[src/rtl/rv_instr_encoder_if.sv]
// rv_instr_encoder_if: request/response bus for the RV32I instruction encoder.
//   master drives requests (in_*) and out_ready.
//   slave (the encoder) returns in_ready, out_valid/out_instr, err_pulse and the counters.
interface rv_instr_encoder_if #(parameter int CNT_W = 16);
  logic             in_valid;
  logic             in_ready;
  logic [2:0]       in_class;
  logic [2:0]       in_funct3;
  logic             in_alt;
  logic [4:0]       in_rd;
  logic [4:0]       in_rs1;
  logic [4:0]       in_rs2;
  logic [12:0]      in_imm;
  logic             out_valid;
  logic             out_ready;
  logic [31:0]      out_instr;
  logic             err_pulse;
  logic [CNT_W-1:0] instr_cnt;
  logic [7:0]       err_cnt;
  modport master (
    output in_valid, in_class, in_funct3, in_alt, in_rd, in_rs1, in_rs2, in_imm, out_ready,
    input  in_ready, out_valid, out_instr, err_pulse, instr_cnt, err_cnt
  );
  modport slave (
    input  in_valid, in_class, in_funct3, in_alt, in_rd, in_rs1, in_rs2, in_imm, out_ready,
    output in_ready, out_valid, out_instr, err_pulse, instr_cnt, err_cnt
  );
endinterface

[src/rtl/rv_instr_encoder.sv]
// rv_instr_encoder: assembles RV32I R/I/load/store/branch words from field requests into a FIFO.
//   clk   : rising-edge clock
//   rst_n : synchronous active-low reset
//   bus   : slave modport; request handshake in, instruction FIFO head out, error pulse and counters
module rv_instr_encoder #(
  parameter int DEPTH = 2,
  parameter int CNT_W = 16
) (
  input  logic           clk,
  input  logic           rst_n,
  rv_instr_encoder_if.slave bus
);
  localparam int AW = $clog2(DEPTH);
  localparam logic [AW:0] FULL = (AW+1)'(DEPTH);
  logic [31:0]      r_mem [DEPTH];
  logic [AW-1:0]    r_wr;
  logic [AW-1:0]    r_rd;
  logic [AW:0]      r_count;
  logic [31:0]      r_out;
  logic             r_err;
  logic [CNT_W-1:0] r_icnt;
  logic [7:0]       r_ecnt;
  logic             w_acc;
  logic             w_legal;
  logic             w_push;
  logic             w_pop;
  logic             w_sh;
  logic [31:0]      w_enc;
  logic [31:0]      w_head;
  logic [AW:0]      w_left;
  logic [AW-1:0]    w_rd_nx;
  assign bus.in_ready  = r_count != FULL;
  assign bus.out_valid = r_count != '0;
  assign bus.out_instr = r_out;
  assign bus.err_pulse = r_err;
  assign bus.instr_cnt = r_icnt;
  assign bus.err_cnt   = r_ecnt;
  assign w_acc   = bus.in_valid && bus.in_ready;
  assign w_legal = bus.in_class <= 3'd4;
  assign w_push  = w_acc && w_legal;
  assign w_pop   = bus.out_valid && bus.out_ready;
  // funct3 001/101 are the immediate shifts: shamt in imm[4:0], bit 30 selects srai
  assign w_sh    = bus.in_funct3[1:0] == 2'b01;
  always_comb begin
    w_enc = (bus.in_class == 3'd0) ? {1'b0, bus.in_alt, 5'b0, bus.in_rs2, bus.in_rs1, bus.in_funct3, bus.in_rd, 7'b0110011} :
            (bus.in_class == 3'd1) ? (w_sh ? {1'b0, bus.in_alt, 5'b0, bus.in_imm[4:0], bus.in_rs1, bus.in_funct3, bus.in_rd, 7'b0010011}
                                           : {bus.in_imm[11:0], bus.in_rs1, bus.in_funct3, bus.in_rd, 7'b0010011}) :
            (bus.in_class == 3'd2) ? {bus.in_imm[11:0], bus.in_rs1, bus.in_funct3, bus.in_rd, 7'b0000011} :
            (bus.in_class == 3'd3) ? {bus.in_imm[11:5], bus.in_rs2, bus.in_rs1, bus.in_funct3, bus.in_imm[4:0], 7'b0100011} :
                                     {bus.in_imm[12], bus.in_imm[10:5], bus.in_rs2, bus.in_rs1, bus.in_funct3, bus.in_imm[4:1], bus.in_imm[11], 7'b1100011};
  end
  // out_instr is a register tracking the post-edge head; if the FIFO drains to
  // empty with a push, the new head is the word being written this cycle
  assign w_left  = r_count - (AW+1)'(w_pop);
  assign w_rd_nx = r_rd + AW'(w_pop);
  assign w_head  = (w_left == '0) ? w_enc : r_mem[w_rd_nx];
  always_ff @(posedge clk) begin
    if (!rst_n) begin
      r_wr    <= '0;
      r_rd    <= '0;
      r_count <= '0;
      r_out   <= '0;
      r_err   <= 1'b0;
      r_icnt  <= '0;
      r_ecnt  <= '0;
    end else begin
      if (w_push) r_mem[r_wr] <= w_enc;
      r_wr    <= r_wr + AW'(w_push);
      r_rd    <= w_rd_nx;
      r_count <= w_left + (AW+1)'(w_push);
      if (w_left != '0 || w_push) r_out <= w_head;
      r_err   <= w_acc && !w_legal;
      if (w_pop) r_icnt <= r_icnt + 1'b1;
      if (w_acc && !w_legal && r_ecnt != 8'hFF) r_ecnt <= r_ecnt + 1'b1;
    end
  end
endmodule

[src/flat_wrapper.sv]
// flat-port wrapper written by rule: the top's interface ports become plain ports
module rv_instr_encoder_flat 
#(
  parameter int DEPTH = 2,
  parameter int CNT_W = 16
)
  (clk, rst_n, bus_in_valid, bus_in_class, bus_in_funct3, bus_in_alt, bus_in_rd, bus_in_rs1, bus_in_rs2, bus_in_imm, bus_out_ready, bus_in_ready, bus_out_valid, bus_out_instr, bus_err_pulse, bus_instr_cnt, bus_err_cnt);
  rv_instr_encoder_if #(.CNT_W(CNT_W)) bus_i ();
  input  logic clk;
  input  logic rst_n;
  input wire logic [$bits(bus_i.in_valid)-1:0] bus_in_valid;
  input wire logic [$bits(bus_i.in_class)-1:0] bus_in_class;
  input wire logic [$bits(bus_i.in_funct3)-1:0] bus_in_funct3;
  input wire logic [$bits(bus_i.in_alt)-1:0] bus_in_alt;
  input wire logic [$bits(bus_i.in_rd)-1:0] bus_in_rd;
  input wire logic [$bits(bus_i.in_rs1)-1:0] bus_in_rs1;
  input wire logic [$bits(bus_i.in_rs2)-1:0] bus_in_rs2;
  input wire logic [$bits(bus_i.in_imm)-1:0] bus_in_imm;
  input wire logic [$bits(bus_i.out_ready)-1:0] bus_out_ready;
  output wire logic [$bits(bus_i.in_ready)-1:0] bus_in_ready;
  output wire logic [$bits(bus_i.out_valid)-1:0] bus_out_valid;
  output wire logic [$bits(bus_i.out_instr)-1:0] bus_out_instr;
  output wire logic [$bits(bus_i.err_pulse)-1:0] bus_err_pulse;
  output wire logic [$bits(bus_i.instr_cnt)-1:0] bus_instr_cnt;
  output wire logic [$bits(bus_i.err_cnt)-1:0] bus_err_cnt;
  assign bus_i.in_valid = bus_in_valid;
  assign bus_i.in_class = bus_in_class;
  assign bus_i.in_funct3 = bus_in_funct3;
  assign bus_i.in_alt = bus_in_alt;
  assign bus_i.in_rd = bus_in_rd;
  assign bus_i.in_rs1 = bus_in_rs1;
  assign bus_i.in_rs2 = bus_in_rs2;
  assign bus_i.in_imm = bus_in_imm;
  assign bus_i.out_ready = bus_out_ready;
  assign bus_in_ready = bus_i.in_ready;
  assign bus_out_valid = bus_i.out_valid;
  assign bus_out_instr = bus_i.out_instr;
  assign bus_err_pulse = bus_i.err_pulse;
  assign bus_instr_cnt = bus_i.instr_cnt;
  assign bus_err_cnt = bus_i.err_cnt;
  rv_instr_encoder #(.DEPTH(DEPTH), .CNT_W(CNT_W)) u_core (.clk(clk), .rst_n(rst_n), .bus(bus_i));
endmodule
[config.mk]
export PLATFORM = sky130hd
export DESIGN_NAME = rv_instr_encoder_flat
export DESIGN_NICKNAME = d
export VERILOG_FILES = /design/src/rtl/rv_instr_encoder_if.sv /design/src/rtl/rv_instr_encoder.sv /design/src/flat_wrapper.sv
export SDC_FILE = /design/constraint.sdc
export NUM_CORES = 1
export LEC_CHECK = 0
export ABC_AREA = 1
export CELL_PAD_IN_SITES_DETAIL_PLACEMENT = 1
export CELL_PAD_IN_SITES_GLOBAL_PLACEMENT = 2
export CORE_ASPECT_RATIO = 2
export CORE_MARGIN = 3
export CORE_UTILIZATION = 33
export CTS_CLUSTER_DIAMETER = 60
export CTS_CLUSTER_SIZE = 30
export DETAILED_ROUTE_END_ITERATION = 16
export MAX_ROUTING_LAYER = met4
export PLACE_DENSITY_LB_ADDON = 0.2
export REMOVE_ABC_BUFFERS = 1
export SYNTH_ARGS = -nofsm -noshare
export SYNTH_HDL_FRONTEND = slang
export SYNTH_SLANG_ARGS = --single-unit
[constraint.sdc]
create_clock -name clk -period 6.7 [get_ports clk]
set_clock_uncertainty 0.05 [all_clocks]
set_input_delay 1.34 -clock clk [delete_from_list [all_inputs] [get_ports clk]]
set_output_delay 1.34 -clock clk [all_outputs]
set_load 0.02 [all_outputs]
## Word-level counts from Yosys, hierarchy flattened

Memory sizes are Yosys's and may differ from the RTL's.
Cells that the tools add are included.
W data, S select, Z words.

| cells by class | value |
|---|---|
| add/sub/neg operators | 6 |
| order comparisons | 1 |
| equality and inequality tests | 6 |
| multiplexer cells | 9 |
| reduce and logical (&&, ||, !) cells | 11 |

Operator list:

| kind | count |
|---|---|
| $mux W32 | 6 |
| $add A16 B1 Y16 const B | 1 |
| $add A8 B1 Y8 const B | 1 |
| $ne A8 B8 Y1 const B | 1 |
| $eq A3 B2 Y1 const B | 2 |
| $logic_and A1 B1 Y1 | 5 |
| $reduce_bool A2 Y1 | 2 |
| $eq A3 B1 Y1 const B | 1 |
| $le A3 B3 Y1 const B | 1 |
| $logic_not A3 Y1 | 1 |
| $mux W1 | 3 |
| $add A1 B1 Y1 | 2 |
| $add A2 B1 Y2 | 1 |
| $eq A2 B1 Y1 const B | 1 |
| $logic_not A2 Y1 | 1 |
| $ne A2 B2 Y1 const B | 1 |
| $sub A2 B1 Y2 | 1 |
| $logic_not A1 Y1 | 1 |
| $logic_or A1 B1 Y1 | 1 |

| word-level totals | value |
|---|---|
| bits in registers | 61 |
| bits in writable memories | 64 |
| bits of input ports | 39 |
| output and inout port bits | 59 |
| word-level logic and storage cells | 41 |
| memories | 1 |

Memories:

| memory | depth | width | rd ports | clocked after memory_dff | write ports | RTL line | text |
|---|---|---|---|---|---|---|---|
| u_core.r_mem | 2 | 32 | 1 | 0 | 1 | rv_instr_encoder.sv:15 | `logic [31:0] r_mem [DEPTH];` |

## Longest topological paths before layout

Gate-level depths: netlist of the first run.

| depth | value |
|---|---|
| depth after elaboration | 6 |
| gate-level depth with buffers | 12 |

## Least setup slack after synthesis of the first run

No wires, ideal clock.

| timing | value |
|---|---|
| kind | input port to flip-flop |
| start | in bus_in_class[1] |
| end | mem u_core.r_mem[1][10], enable pin |
| library setup time | 0.448 ns |
| arrival | 3.660 ns |
| data required time | 6.202 ns |
| slack | 2.541 ns |
| cell stages on the path | 5 |
| path buffers | 0 |
| path through | inv_1 > nand2_2 > nand2_1 > nand2_2 > nor3_1 |

| on the way | value |
|---|---|
| cells in the longest elaborated chain, start to end | 5 |

RTL lines:

| element | RTL line | text |
|---|---|---|
| from (decl) | flat_wrapper.sv:12 | `input wire logic [$bits(bus_i.in_class)-1:0] bus_in_class;` |
| $le A3 B3 Y1 | rv_instr_encoder.sv:39 | `assign w_legal = bus.in_class <= 3'd4;` |
| $logic_and A1 B1 Y1 | rv_instr_encoder.sv:40 | `assign w_push = w_acc && w_legal;` |
| $mux W1 | rv_instr_encoder.sv:67 | `if (w_push) r_mem[r_wr] <= w_enc;` |
| $mux W1 | rv_instr_encoder.sv:58 | `if (!rst_n) begin` |
| $mux W1 (not written as such) | rv_instr_encoder.sv:67 |  |
| to (decl) | rv_instr_encoder.sv:15 |  |

No other way between the ends.

## Worst setup path after layout of the first run

| timing | value |
|---|---|
| start | in bus_out_ready |
| end | reg u_core.r_out[17], in the netlist u_core.bus.out_instr[17] |

| on the way | value |
|---|---|
| cells in the longest elaborated chain, start to end | 4 |
| elaborated cells between the ends (all ways) | 8 |

RTL lines:

| element | RTL line | text |
|---|---|---|
| from (decl) | flat_wrapper.sv:19 | `input wire logic [$bits(bus_i.out_ready)-1:0] bus_out_ready;` |
| $logic_and A1 B1 Y1 (*) | rv_instr_encoder.sv:41 | `assign w_pop = bus.out_valid && bus.out_ready;` |
| net u_core.w_pop | rv_instr_encoder.sv:26 | `logic w_pop;` |
| $sub A2 B1 Y2 / $add A1 B1 Y1 (equally long branches) | rv_instr_encoder.sv:54, rv_instr_encoder.sv:55 |  |
| $logic_not A2 Y1 (tied with other cells) | rv_instr_encoder.sv:56 | `assign w_head = (w_left == '0) ? w_enc : r_mem[w_rd_nx];` |
| $mux W32 / $logic_or A1 B1 Y1 (equally long branches) | rv_instr_encoder.sv:56, rv_instr_encoder.sv:71 |  |
| to (signal assigned) | rv_instr_encoder.sv:71 | `if (w_left != '0 \|\| w_push) r_out <= w_head;` |
| to (decl) | rv_instr_encoder.sv:19 | `logic [31:0] r_out;` |

Mark *: on every way through the listed nets, which the timed path passes. The rest lies on a longest branch.
A chain may end at the register's enable or synchronous reset.

==> results of run 1 <==
## routing by layer
| layer | GRT usage, % | vias to the layer above | wire length, microns |
|---|---|---|---|
| li1 | - | 2307 | - |
| met1 | 18.1 | 2252 | 5800 |
| met2 | 35.6 | 101 | 8900 |
| met3 | 3.95 | 22 | 513 |
| met4 | 6.58 | 0 | 291 |
| met5 | - | - | 0 |
## layout make-up
cell class                 count  area share [%]
clock inverter                 8           0.993
tap                          201            3.56
timing repair buffer          99            13.9
inverter                      94            5.00
clock buffer                  24            7.59
sequential                   114            40.3
multi-input combinational    447            28.7
## metrics by stage
step | utilization (%) | power [mW] | hold slack [ns] | std cells
floorplan | - | 1.52 | 0.391 | 655
global placement | 40.7 | 1.88 | 0.399 | 955
detailed placement | 40.7 | 1.92 | 0.428 | 955
CTS | 44.5 | 2.85 | 0.435 | 987
global route | 44.5 | 2.99 | 0.468 | 987
finish | 44.5 | 2.80 | 0.429 | 987
## power by group through the flow
stage | Sequential [mW] | Clock (mW) | Combinational, mW
2_1_floorplan | 0.967 | 0 | 0.549
3_3_place_gp | 0.905 | 0 | 0.976
3_5_place_dp | 0.907 | 0 | 1.01
4_1_cts | 0.894 | 0.934 | 1.02
5_1_grt | 0.903 | 0.966 | 1.12
6_report | 0.891 | 0.914 | 0.995
## cells in the mapped netlist, types with 2 or more instances
cell type	n
sky130_fd_sc_hd__edfxtp_1	56
sky130_fd_sc_hd__ha_1	4
sky130_fd_sc_hd__xor2_1	3
sky130_fd_sc_hd__nand4_1	8
sky130_fd_sc_hd__inv_1	89
sky130_fd_sc_hd__a21oi_1	35
sky130_fd_sc_hd__inv_2	5
sky130_fd_sc_hd__clkbuf_1	7
sky130_fd_sc_hd__buf_4	9
sky130_fd_sc_hd__nand2_2	8
sky130_fd_sc_hd__nor2_8	2
sky130_fd_sc_hd__nor3b_1	4
sky130_fd_sc_hd__nor2_4	2
sky130_fd_sc_hd__nand2_1	220
sky130_fd_sc_hd__nor2_1	90
sky130_fd_sc_hd__dfxtp_1	58
sky130_fd_sc_hd__buf_6	4
sky130_fd_sc_hd__nor2_2	3
sky130_fd_sc_hd__buf_2	5
sky130_fd_sc_hd__nor3_1	3
sky130_fd_sc_hd__o21ai_0	24
sky130_fd_sc_hd__xnor2_1	2
sky130_fd_sc_hd__nand3_1	30
## state kept, by name, indices dropped and copies added, names as in the netlist
register,count
u_core.r_mem,56
u_core.bus.out_instr,29
u_core.r_wr,1
u_core.r_count,2
u_core.r_rd,1
u_core.bus.err_cnt,8
u_core.bus.instr_cnt,16
u_core.bus.err_pulse,1
## worst paths after layout
path         slack (ns)                        to  cells after the start
max                3.00  u_core.bus.out_instr[17]                     11
min                0.43               u_core.r_wr                      2
max reg2reg        4.03  u_core.bus.out_instr[17]                     10
min reg2reg        0.43               u_core.r_wr                      2
## cells by family after synthesis
kind of cell,count (synthesis)
and+or+nand+nor,375
buffers and inverters,119
DFF,114
AOI/OAI and AO/OA,61
xor gates and xnor gates,5
adders and majority gates,4
other,1
## cell usage in the layout (no fill, tap or decap), types with 3 or more instances in the layout
master,n
sky130_fd_sc_hd__edfxtp_1,56
sky130_fd_sc_hd__nor2_1,89
sky130_fd_sc_hd__clkinv_2,5
sky130_fd_sc_hd__a21oi_1,35
sky130_fd_sc_hd__inv_2,5
sky130_fd_sc_hd__o21ai_0,24
sky130_fd_sc_hd__dfxtp_1,58
sky130_fd_sc_hd__nor3b_1,4
sky130_fd_sc_hd__nand3_1,30
sky130_fd_sc_hd__ha_1,4
sky130_fd_sc_hd__inv_1,89
sky130_fd_sc_hd__buf_4,4
sky130_fd_sc_hd__nand2_2,8
sky130_fd_sc_hd__xor2_1,3
sky130_fd_sc_hd__nor2_2,4
sky130_fd_sc_hd__clkdlybuf4s50_1,95
sky130_fd_sc_hd__nand4_1,8
sky130_fd_sc_hd__nand2_1,220
sky130_fd_sc_hd__clkbuf_16,20
## worst max-delay path: cells and delay by family
family                     cells  cell delay, ns
adders and majority gates      1            0.21
AOI/OAI and AO/OA              2            0.35
buffers and inverters          4            0.85
and+or+nand+nor                4            1.19
==> run summary, run 1 <==
status: completed
Boundary Pins: 98
row count: 65
worst endpoint required time: 6.94 ns
fraction of power consumed by sequential logic: 31.8%
worst hold path type: reg -> reg
xor and xnor area share after synthesis: 0.815%
number of antenna-violating nets in the routed design: 0
number of buffers created by CTS: 17
clock transition at the register clock pins on the worst setup and hold paths after CTS: 0.05 ns
Pwr per Cell Area: 397 mW/mm^2
part of the Yosys area used for sequential elements: 52.9%
worst skew pair latency: 0.42 ns
post-synthesis cell count: 679
DP Wirelength: 11100 microns
flop and latch count out of synthesis: 114
FF/Latch Area: 0.00284 sq mm
vias after detailed routing: 4682
Max-Cap Viols: 0
proportion of synthesized flip-flops having asynchronous set or reset: 0%
maximum number of pins on one net before global-route repair: 43
delay contributed by the slowest stage of the critical path: 0.50 ns
peak supply drop: 0.183 mV
total wire length: 15500 microns
basic-gate share of the synthesized area counting and, or, nand and nor cells: 29.9%
CTS tree: yes
wire length of the first global-routing pass: 24900 microns
area fraction in compound gates after synthesis: 5.73%
share of power burned in the clock network: 32.6%
Cell Area, Synth: 0.00537 sq mm
EDFF count, synth: 56
critical hold path startpoint: u_core.r_wr
Die X-Extent: 96.2 microns
clock period minus final worst setup slack: 3.70 ns
floorplan die area: 0.0179 sq mm
critical path fanouts, max: 31
kind of launch point of the worst setup path: input pin
cells traversed along the worst timing path: clkdlybuf4s50_1 > inv_1 > nor2_8 > ha_1 > inv_1 > nand2_1 > nand3_4 > nor2_8 > inv_1 > o21ai_0 > a21oi_1
worst r2r src: u_core.r_count[1]
clock sink total: 114
growth of design area from synthesis to finish: 31.4%
actual transition at the worst max-transition pin: 0.607 ns
CTS H-tree depth: 4
final weighted congestion of routability-driven global placement: 0.753
cell area reported after detailed placement: 0.00645 sq mm
combinational power share: 35.5%
start point of the critical path: bus_out_ready
cell repeated most along the worst path: sky130_fd_sc_hd__inv_1
area of combinational cells with multiple inputs: 0.00202 sq mm
number of distinct standard cells referenced by the synthesized netlist: 31
post-cts gate resize count: 0
number of diodes added for antenna fixing: 0
detailed-router iteration count before antenna repair: 4
Psw: 1.04 mW
root buffer selected by CTS: sky130_fd_sc_hd__clkbuf_16
post-route fraction of the period consumed by the critical path: 55.3%
number of buffers added to fix hold violations after cts: 0
share of cell area taken by muxes after synthesis: 0%
via count of the first global-routing pass: 5076
Starting DRT DRC Count: 117
post-placement worst setup slack: 2.56 ns
Setup TNS: 0 ns
element type at the critical path end: flip-flop
LEAKAGE: 3.02 nW
max-slew violation total from the final report: 0
proportion of netlist area held by the largest area contributor: 31.3%
post-detailed-route via-to-cell ratio: 4.74
floorplan die height: 186 microns
post-synthesis cell type with the largest combined area: sky130_fd_sc_hd__edfxtp_1
type of the setup path with the least slack: in -> reg
Adder-Cell Fraction of Synth Area: 0.932%
cell-internal power: 1.77 mW
clock buffer depth: 2
data arrival time at the worst-slack endpoint: 3.95 ns
final std cell area, no fill: 0.00706 sq mm
worst slew slack as a fraction of its limit: 59.5%
fraction of power spent switching nets: 37.0%
starting density of the core: 33.9%
setup repair after global routing missed its margin: no
number of remaining DRC errors: 0
count of endpoints failing hold in the final timing report: 0
total of buffers placed on input and output ports: 95
number of antenna violations at the first check in global routing: 0
aggregate global routing overflow: 0
Final #Nets: 816
Filler Cells Inserted: 1940
number of setup buffers added after CTS: 0
largest cells by area after synthesis: sky130_fd_sc_hd__edfxtp_1 31%, sky130_fd_sc_hd__dfxtp_1 22%, sky130_fd_sc_hd__nand2_1 15%
total global routing track utilization: 18.9%
main combinational cell family by area after synthesis: simple AND/OR/NAND/NOR gates
Worst path slowest cell: sky130_fd_sc_hd__clkdlybuf4s50_1
Post-synth top flop: sky130_fd_sc_hd__dfxtp_1
Placeable Area: 0.0159 sq mm
Highest Clock Rate: 270 MHz
Worst Slack Setup Final: 3.00 ns
setup violation total in the final timing report: 0
Ys Warns: 0
mean routed wirelength per cell: 15.7 microns
fraction of layout instances using a drive strength above 1: 7.76%
Synth Area per Inst: 7.91 sq um
Note: power is estimated with default switching activity, not from simulation.
==> inputs of run 2 (changes only) <==
--- a/config.mk
+++ b/config.mk
@@ -10,7 +10,7 @@
 export CELL_PAD_IN_SITES_GLOBAL_PLACEMENT = 2
 export CORE_ASPECT_RATIO = 2
 export CORE_MARGIN = 3
-export CORE_UTILIZATION = 33
+export CORE_UTILIZATION = 30
 export CTS_CLUSTER_DIAMETER = 60
 export CTS_CLUSTER_SIZE = 30
 export DETAILED_ROUTE_END_ITERATION = 16
==> constraint.sdc (replaced) <==
create_clock -name clk -period 3.44 [get_ports clk]
set_clock_uncertainty 0.05 [all_clocks]
set_input_delay 0.688 -clock clk [delete_from_list [all_inputs] [get_ports clk]]
set_output_delay 0.688 -clock clk [all_outputs]
set_load 0.02 [all_outputs]
==> run 2 against run 1 <==
Net effect:
- flip-flop and latch count unchanged
- clock-buffer cell count decreased by 7
- setup slack got worse by 2.3 ns
- die area increased by 9.5%
- power increased by 95%
- register-to-register slack got worse by 3.0 ns
- critical path depth unchanged
- largest power group unchanged
==> run summary, run 2 (synthesis results as in run 1) <==
fraction of layout instances using a drive strength above 1: 8.60% (+0.84 points)
worst endpoint required time: 3.69 ns (-3.25 ns)
floorplan die area: 0.0196 sq mm (+9.5%)
number of antenna violations at the first check in global routing: 0 (unchanged)
Highest Clock Rate: 363 MHz
max FFs per register: 56 (unchanged)
status: completed
register bank with the most flops: u_core.r_mem
total global routing track utilization: 17.2% (-1.7 points)
count of endpoints failing hold in the final timing report: 0 (unchanged)
DP Wirelength: 11300 microns (+2.1%)
Setup TNS: 0 ns (unchanged)
worst hold path type: reg -> reg
clock sink total: 114 (unchanged)
mean routed wirelength per cell: 15.6 microns (-0.48%)
CTS tree: yes
post-placement worst setup slack: 0.194 ns (-2.36 ns)
growth of design area from synthesis to finish: 31.9%
peak supply drop: 0.377 mV (+110%)
setup violation total in the final timing report: 0 (unchanged)
starting density of the core: 30.8% (-3.1 points)
aggregate global routing overflow: 0 (unchanged)
root buffer selected by CTS: sky130_fd_sc_hd__clkbuf_16
row count: 68 (+4.6%)
Worst Slack Setup Final: 0.684 ns (-2.31 ns)
post-detailed-route via-to-cell ratio: 4.64 (-2.1%)
data arrival time at the worst-slack endpoint: 3.00 ns (-0.95 ns)
post-route fraction of the period consumed by the critical path: 80.1%
LEAKAGE: 3.01 nW (-0.11%)
most common cell after layout, fill and taps aside: sky130_fd_sc_hd__nand2_1
Filler Cells Inserted: 2105 (+8.5%)
vias after detailed routing: 4647 (-0.75%)
Worst Hold Margin: 0.431 ns (+0.00208 ns)
Pwr per Cell Area: 769 mW/mm^2 (+94%)
clock period minus final worst setup slack: 2.76 ns
highest-count cells in the layout ignoring fill and taps: 220 x sky130_fd_sc_hd__nand2_1, 95 x sky130_fd_sc_hd__clkdlybuf4s50_1, 89 x sky130_fd_sc_hd__inv_1, 89 x sky130_fd_sc_hd__nor2_1, 58 x sky130_fd_sc_hd__dfxtp_1
number of buffers created by CTS: 17 (unchanged)
cell area reported after detailed placement: 0.00650 sq mm (+0.76%)
number of diodes added for antenna fixing: 0 (unchanged)
Die X-Extent: 101 microns (+4.6%)
Final #Nets: 821 (+0.61%)
worst setup slack for register-to-register paths: 1.07 ns (-2.96 ns)
Max-Cap Viols: 0 (unchanged)
floorplan die height: 195 microns (+4.7%)
type of the setup path with the least slack: in -> reg
wire length of the first global-routing pass: 25200 microns (+0.94%)
start point of the critical path: bus_out_ready
Placeable Area: 0.0174 sq mm (+10%)
area of combinational cells with multiple inputs: 0.00202 sq mm (unchanged)
capturing point of the worst reg2reg path: u_core.bus.out_instr[16]
fin cells: 1001 (+1.4%)
number of setup buffers added after CTS: 0 (unchanged)
total of buffers placed on input and output ports: 95 (unchanged)
clock buffer depth: 2 (unchanged)
critical path fanouts, max: 23 (-26%)
post-cts gate resize count: 0 (unchanged)
element type at the critical path end: flip-flop
share of the core filled with cells in the final layout: 40.6% (-3.9 points)
worst skew pair latency: 0.42 ns (about the same)
total wire length: 15600 microns (+0.94%)
number of remaining DRC errors: 0 (unchanged)
number of cells after detailed placement: 969 (+1.5%)
via count of the first global-routing pass: 4979 (-1.9%)
setup repair after global routing missed its margin: no
clock transition at the register clock pins on the worst setup and hold paths after CTS: 0.06 ns (about the same)
worst-case reg-to-reg path depth: 10 (unchanged)
Boundary Pins: 98 (unchanged)
max-slew violation total from the final report: 0 (unchanged)
CTS H-tree depth: 4 (unchanged)
detailed-router iteration count before antenna repair: 4 (unchanged)
final std cell area, no fill: 0.00709 sq mm (+0.39%)
FF/Latch Area: 0.00284 sq mm (unchanged)
overall power: 5.45 mW (+95%)
Starting DRT DRC Count: 137 (+17%)
end point of the critical path: u_core.bus.out_instr[16]
number of buffers added to fix hold violations after cts: 0 (unchanged)
number of antenna-violating nets in the routed design: 0 (unchanged)
kind of launch point of the worst setup path: input pin
worst r2r src: u_core.r_count[1]
maximum number of pins on one net before global-route repair: 43 (unchanged)
final weighted congestion of routability-driven global placement: 0.783 (+3.9%)
-- run 2: cell type report --
type / count / area share (%)
repair buffers: 104 / 14.4
multi-input cells: 447 / 28.6
well taps: 210 / 3.71
inverters: 94 / 4.98
clock inverters: 15 / 2.24
flip-flops and latches: 114 / 40.1
clock buffers: 17 / 6.00
-- run 2: worst min path at each step --
stage	start	endpoint	slack, ns	depth (start not counted)
6_report	u_core.r_wr	u_core.r_wr	0.43	2
5_1_grt	u_core.r_wr	u_core.r_wr	0.46	2
4_1_cts	u_core.r_wr	u_core.r_wr	0.44	2
3_5_place_dp	u_core.r_wr	u_core.r_wr	0.43	2
3_3_place_gp	u_core.r_wr	u_core.r_wr	0.40	2
2_1_floorplan	u_core.r_wr	u_core.r_wr	0.39	2
-- run 2: worst max-delay path, cell delays in order --
cell                              delay (ns)
sky130_fd_sc_hd__clkdlybuf4s50_1        0.50
sky130_fd_sc_hd__inv_1                  0.10
sky130_fd_sc_hd__nor2_8                 0.21
sky130_fd_sc_hd__ha_1                   0.21
sky130_fd_sc_hd__inv_1                  0.05
sky130_fd_sc_hd__nand2_1                0.11
sky130_fd_sc_hd__nand3_4                0.24
sky130_fd_sc_hd__nor2_8                 0.42
sky130_fd_sc_hd__inv_1                  0.18
sky130_fd_sc_hd__o21ai_0                0.22
sky130_fd_sc_hd__a21oi_1                0.07
-- run 2: routing by layer --
metal,up-vias,share of wire (%),track usage (%)
met5,-,0,-
met4,0,2.1,6.90
met3,27,3.3,3.11
met2,94,58,32.3
met1,2213,36,16.8
li1,2313,-,-
-- run 2: report_power, final --
part | internal (mW) | switching [mW]
registers | 1.62 | 0.114
clock network | 1.07 | 0.683
logic | 0.688 | 1.27
==> inputs of run 3 (changes only) <==
--- a/config.mk
+++ b/config.mk
@@ -10,7 +10,7 @@
 export CELL_PAD_IN_SITES_GLOBAL_PLACEMENT = 2
 export CORE_ASPECT_RATIO = 2
 export CORE_MARGIN = 3
-export CORE_UTILIZATION = 30
+export CORE_UTILIZATION = 27
 export CTS_CLUSTER_DIAMETER = 60
 export CTS_CLUSTER_SIZE = 30
 export DETAILED_ROUTE_END_ITERATION = 16
==> constraint.sdc (replaced) <==
create_clock -name clk -period 2.5 [get_ports clk]
set_clock_uncertainty 0.05 [all_clocks]
set_input_delay 0.5 -clock clk [delete_from_list [all_inputs] [get_ports clk]]
set_output_delay 0.5 -clock clk [all_outputs]
set_load 0.02 [all_outputs]
==> run 3 against run 2 <==
Net effect:
- clock power up 46%
- sequential power up 38%
- die area up 11%
- highest routed layer unchanged
- routed wire length up 4.0%
- largest power group unchanged
- via count up 0.45%
- sequential share of layout area down 1.6 points
- register-to-register slack worse by 0.50 ns
- largest cell class unchanged
- power up 47%
- global-route usage down 0.97 points
- final area up 4.2%
==> run summary, run 3 (synthesis results as in run 1) <==
status: completed
setup violation total in the final timing report: 0 (unchanged)
worst hold path type: reg -> reg
combinational power share: 38.1% (+2.1 points)
setup repair after global routing missed its margin: no
critical path fanouts, max: 5 (-78%)
final weighted congestion of routability-driven global placement: 0.802 (+2.4%)
Worst Hold Margin: 0.429 ns (-0.00287 ns)
mean routed wirelength per cell: 15.3 microns (-2.3%)
final std cell area, no fill: 0.00738 sq mm (+4.2%)
post-route fraction of the period consumed by the critical path: 86.5%
via count of the first global-routing pass: 5225 (+4.9%)
Pwr per Cell Area: 1080 mW/mm^2 (+41%)
number of antenna-violating nets in the routed design: 0 (unchanged)
maximum number of pins on one net before global-route repair: 28 (-35%)
floorplan die area: 0.0217 sq mm (+11%)
worst-case reg-to-reg path depth: 8 (-2)
CTS tree: yes
Boundary Pins: 98 (unchanged)
count of endpoints failing hold in the final timing report: 0 (unchanged)
fraction of power spent switching nets: 35.8% (-2.2 points)
vias after detailed routing: 4668 (+0.45%)
starting density of the core: 27.6% (-3.2 points)
fraction of layout instances using a drive strength above 1: 10.3% (+1.7 points)
highest-count cells in the layout ignoring fill and taps: 220 x sky130_fd_sc_hd__nand2_1, 95 x sky130_fd_sc_hd__clkdlybuf4s50_1, 89 x sky130_fd_sc_hd__inv_1, 89 x sky130_fd_sc_hd__nor2_1, 58 x sky130_fd_sc_hd__dfxtp_1
number of buffers created by CTS: 17 (unchanged)
most common cell after layout, fill and taps aside: sky130_fd_sc_hd__nand2_1
max-slew violation total from the final report: 0 (unchanged)
post-placement worst setup slack: -0.0742 ns (-0.269 ns)
total of buffers placed on input and output ports: 95 (unchanged)
post-detailed-route via-to-cell ratio: 4.38 (-5.7%)
CTS H-tree depth: 4 (unchanged)
number of remaining DRC errors: 0 (unchanged)
kind of launch point of the worst setup path: flip-flop
number of buffers added to fix hold violations after cts: 0 (unchanged)
Worst path slowest cell: sky130_fd_sc_hd__clkdlybuf4s50_1
cell-internal power: 5.14 mW (+52%)
register bank with the most flops: u_core.r_mem
fraction of power consumed by sequential logic: 29.8% (-2.0 points)
Starting DRT DRC Count: 146 (+6.6%)
peak supply drop: 0.396 mV (+4.8%)
total wire length: 16300 microns (+4.0%)
share of the core filled with cells in the final layout: 37.9% (-2.7 points)
number of setup buffers added after CTS: 0 (unchanged)
Filler Cells Inserted: 2374 (+13%)
clock transition at the register clock pins on the worst setup and hold paths after CTS: 0.05 ns (about the same)
Highest Clock Rate: 462 MHz
worst endpoint required time: 1.95 ns (-1.74 ns)
element type at the critical path end: primary output
Max-Cap Viols: 0 (unchanged)
root buffer selected by CTS: sky130_fd_sc_hd__clkbuf_16
clock buffer depth: 2 (unchanged)
area of combinational cells with multiple inputs: 0.00202 sq mm (unchanged)
worst skew pair latency: 0.41 ns (about the same)
number of antenna violations at the first check in global routing: 0 (unchanged)
Setup TNS: 0 ns (unchanged)
clock sink total: 114 (unchanged)
post-cts gate resize count: 0 (unchanged)
share of power burned in the clock network: 32.1% (about the same)
growth of design area from synthesis to finish: 37.4%
max FFs per register: 56 (unchanged)
LEAKAGE: 3.16 nW (+4.7%)
clock period minus final worst setup slack: 2.16 ns
detailed-router iteration count before antenna repair: 4 (unchanged)
cell depth of the worst min-delay path: 2 (unchanged)
total global routing track utilization: 16.2% (-0.97 points)
Worst Slack Setup Final: 0.337 ns (-0.347 ns)
DP Wirelength: 12000 microns (+6.6%)
Final #Nets: 837 (+1.9%)
Die X-Extent: 106 microns (+5.1%)
cells traversed along the worst timing path: inv_2 > nand2_1 > clkdlybuf4s50_1
Psw: 2.87 mW (+38%)
delay contributed by the slowest stage of the critical path: 0.62 ns (+0.12 ns)
number of diodes added for antenna fixing: 0 (unchanged)
cell area reported after detailed placement: 0.00676 sq mm (+3.9%)
wire length of the first global-routing pass: 26600 microns (+5.6%)
type of the setup path with the least slack: reg -> out
FF/Latch Area: 0.00284 sq mm (unchanged)
data arrival time at the worst-slack endpoint: 1.61 ns (-1.39 ns)
Placeable Area: 0.0195 sq mm (+12%)
floorplan die height: 205 microns (+5.2%)
aggregate global routing overflow: 0 (unchanged)
row count: 72 (+5.9%)
==> run 3: cell type report <==
type	instances	area share, %
Timing Repair Buffer	120	16.4
Tap cell	259	4.39
Multi-Input combinational cell	447	27.4
Clock inverter	9	1.71
Inverter	94	4.78
Clock buffer	23	6.75
Sequential cell	114	38.5
==> run 3: final timing paths <==
| check | start | end | slack (ns) |
|---|---|---|---|
| worst max-delay path | u_core.r_count[1] | bus_out_valid | 0.34 |
| worst min-delay path | u_core.r_wr | u_core.r_wr | 0.43 |
| worst max register to register | u_core.r_count[1] | u_core.bus.out_instr[19] | 0.57 |
| worst min register to register | u_core.r_wr | u_core.r_wr | 0.43 |
==> run 3: per-layer routing <==
metal / vias up / global-route usage, % / share of wire (%)
li1: 2351 / - / -
met4: 0 / 5.47 / 1.4
met3: 11 / 2.42 / 2.3
met1: 2237 / 15.7 / 38
met2: 69 / 32.2 / 59
met5: - / - / 0
==> run 3: power groups by stage <==
stage	Sequential [mW]	Clock (mW)	Combinational, mW
after floorplan	2.59	0	1.47
after global placement	2.43	0	3.05
after detailed placement	2.43	0	3.13
after CTS	2.39	2.63	3.15
after global routing	2.41	2.72	3.41
final	2.39	2.56	3.05
==> run 3: worst max-delay path, delay by kind of cell (launching register included) <==
kind          cells  cell delay [ns]
buf+inv           2             0.68
simple gates      1             0.10
flops             1             0.42
==> run 3: through the flow <==
step / power (mW) / cells
5_1_grt: 8.55 / 1066
3_5_place_dp: 5.56 / 1034
2_1_floorplan: 4.06 / 655
6_report: 8.00 / 1066
4_1_cts: 8.17 / 1066
3_3_place_gp: 5.48 / 1034
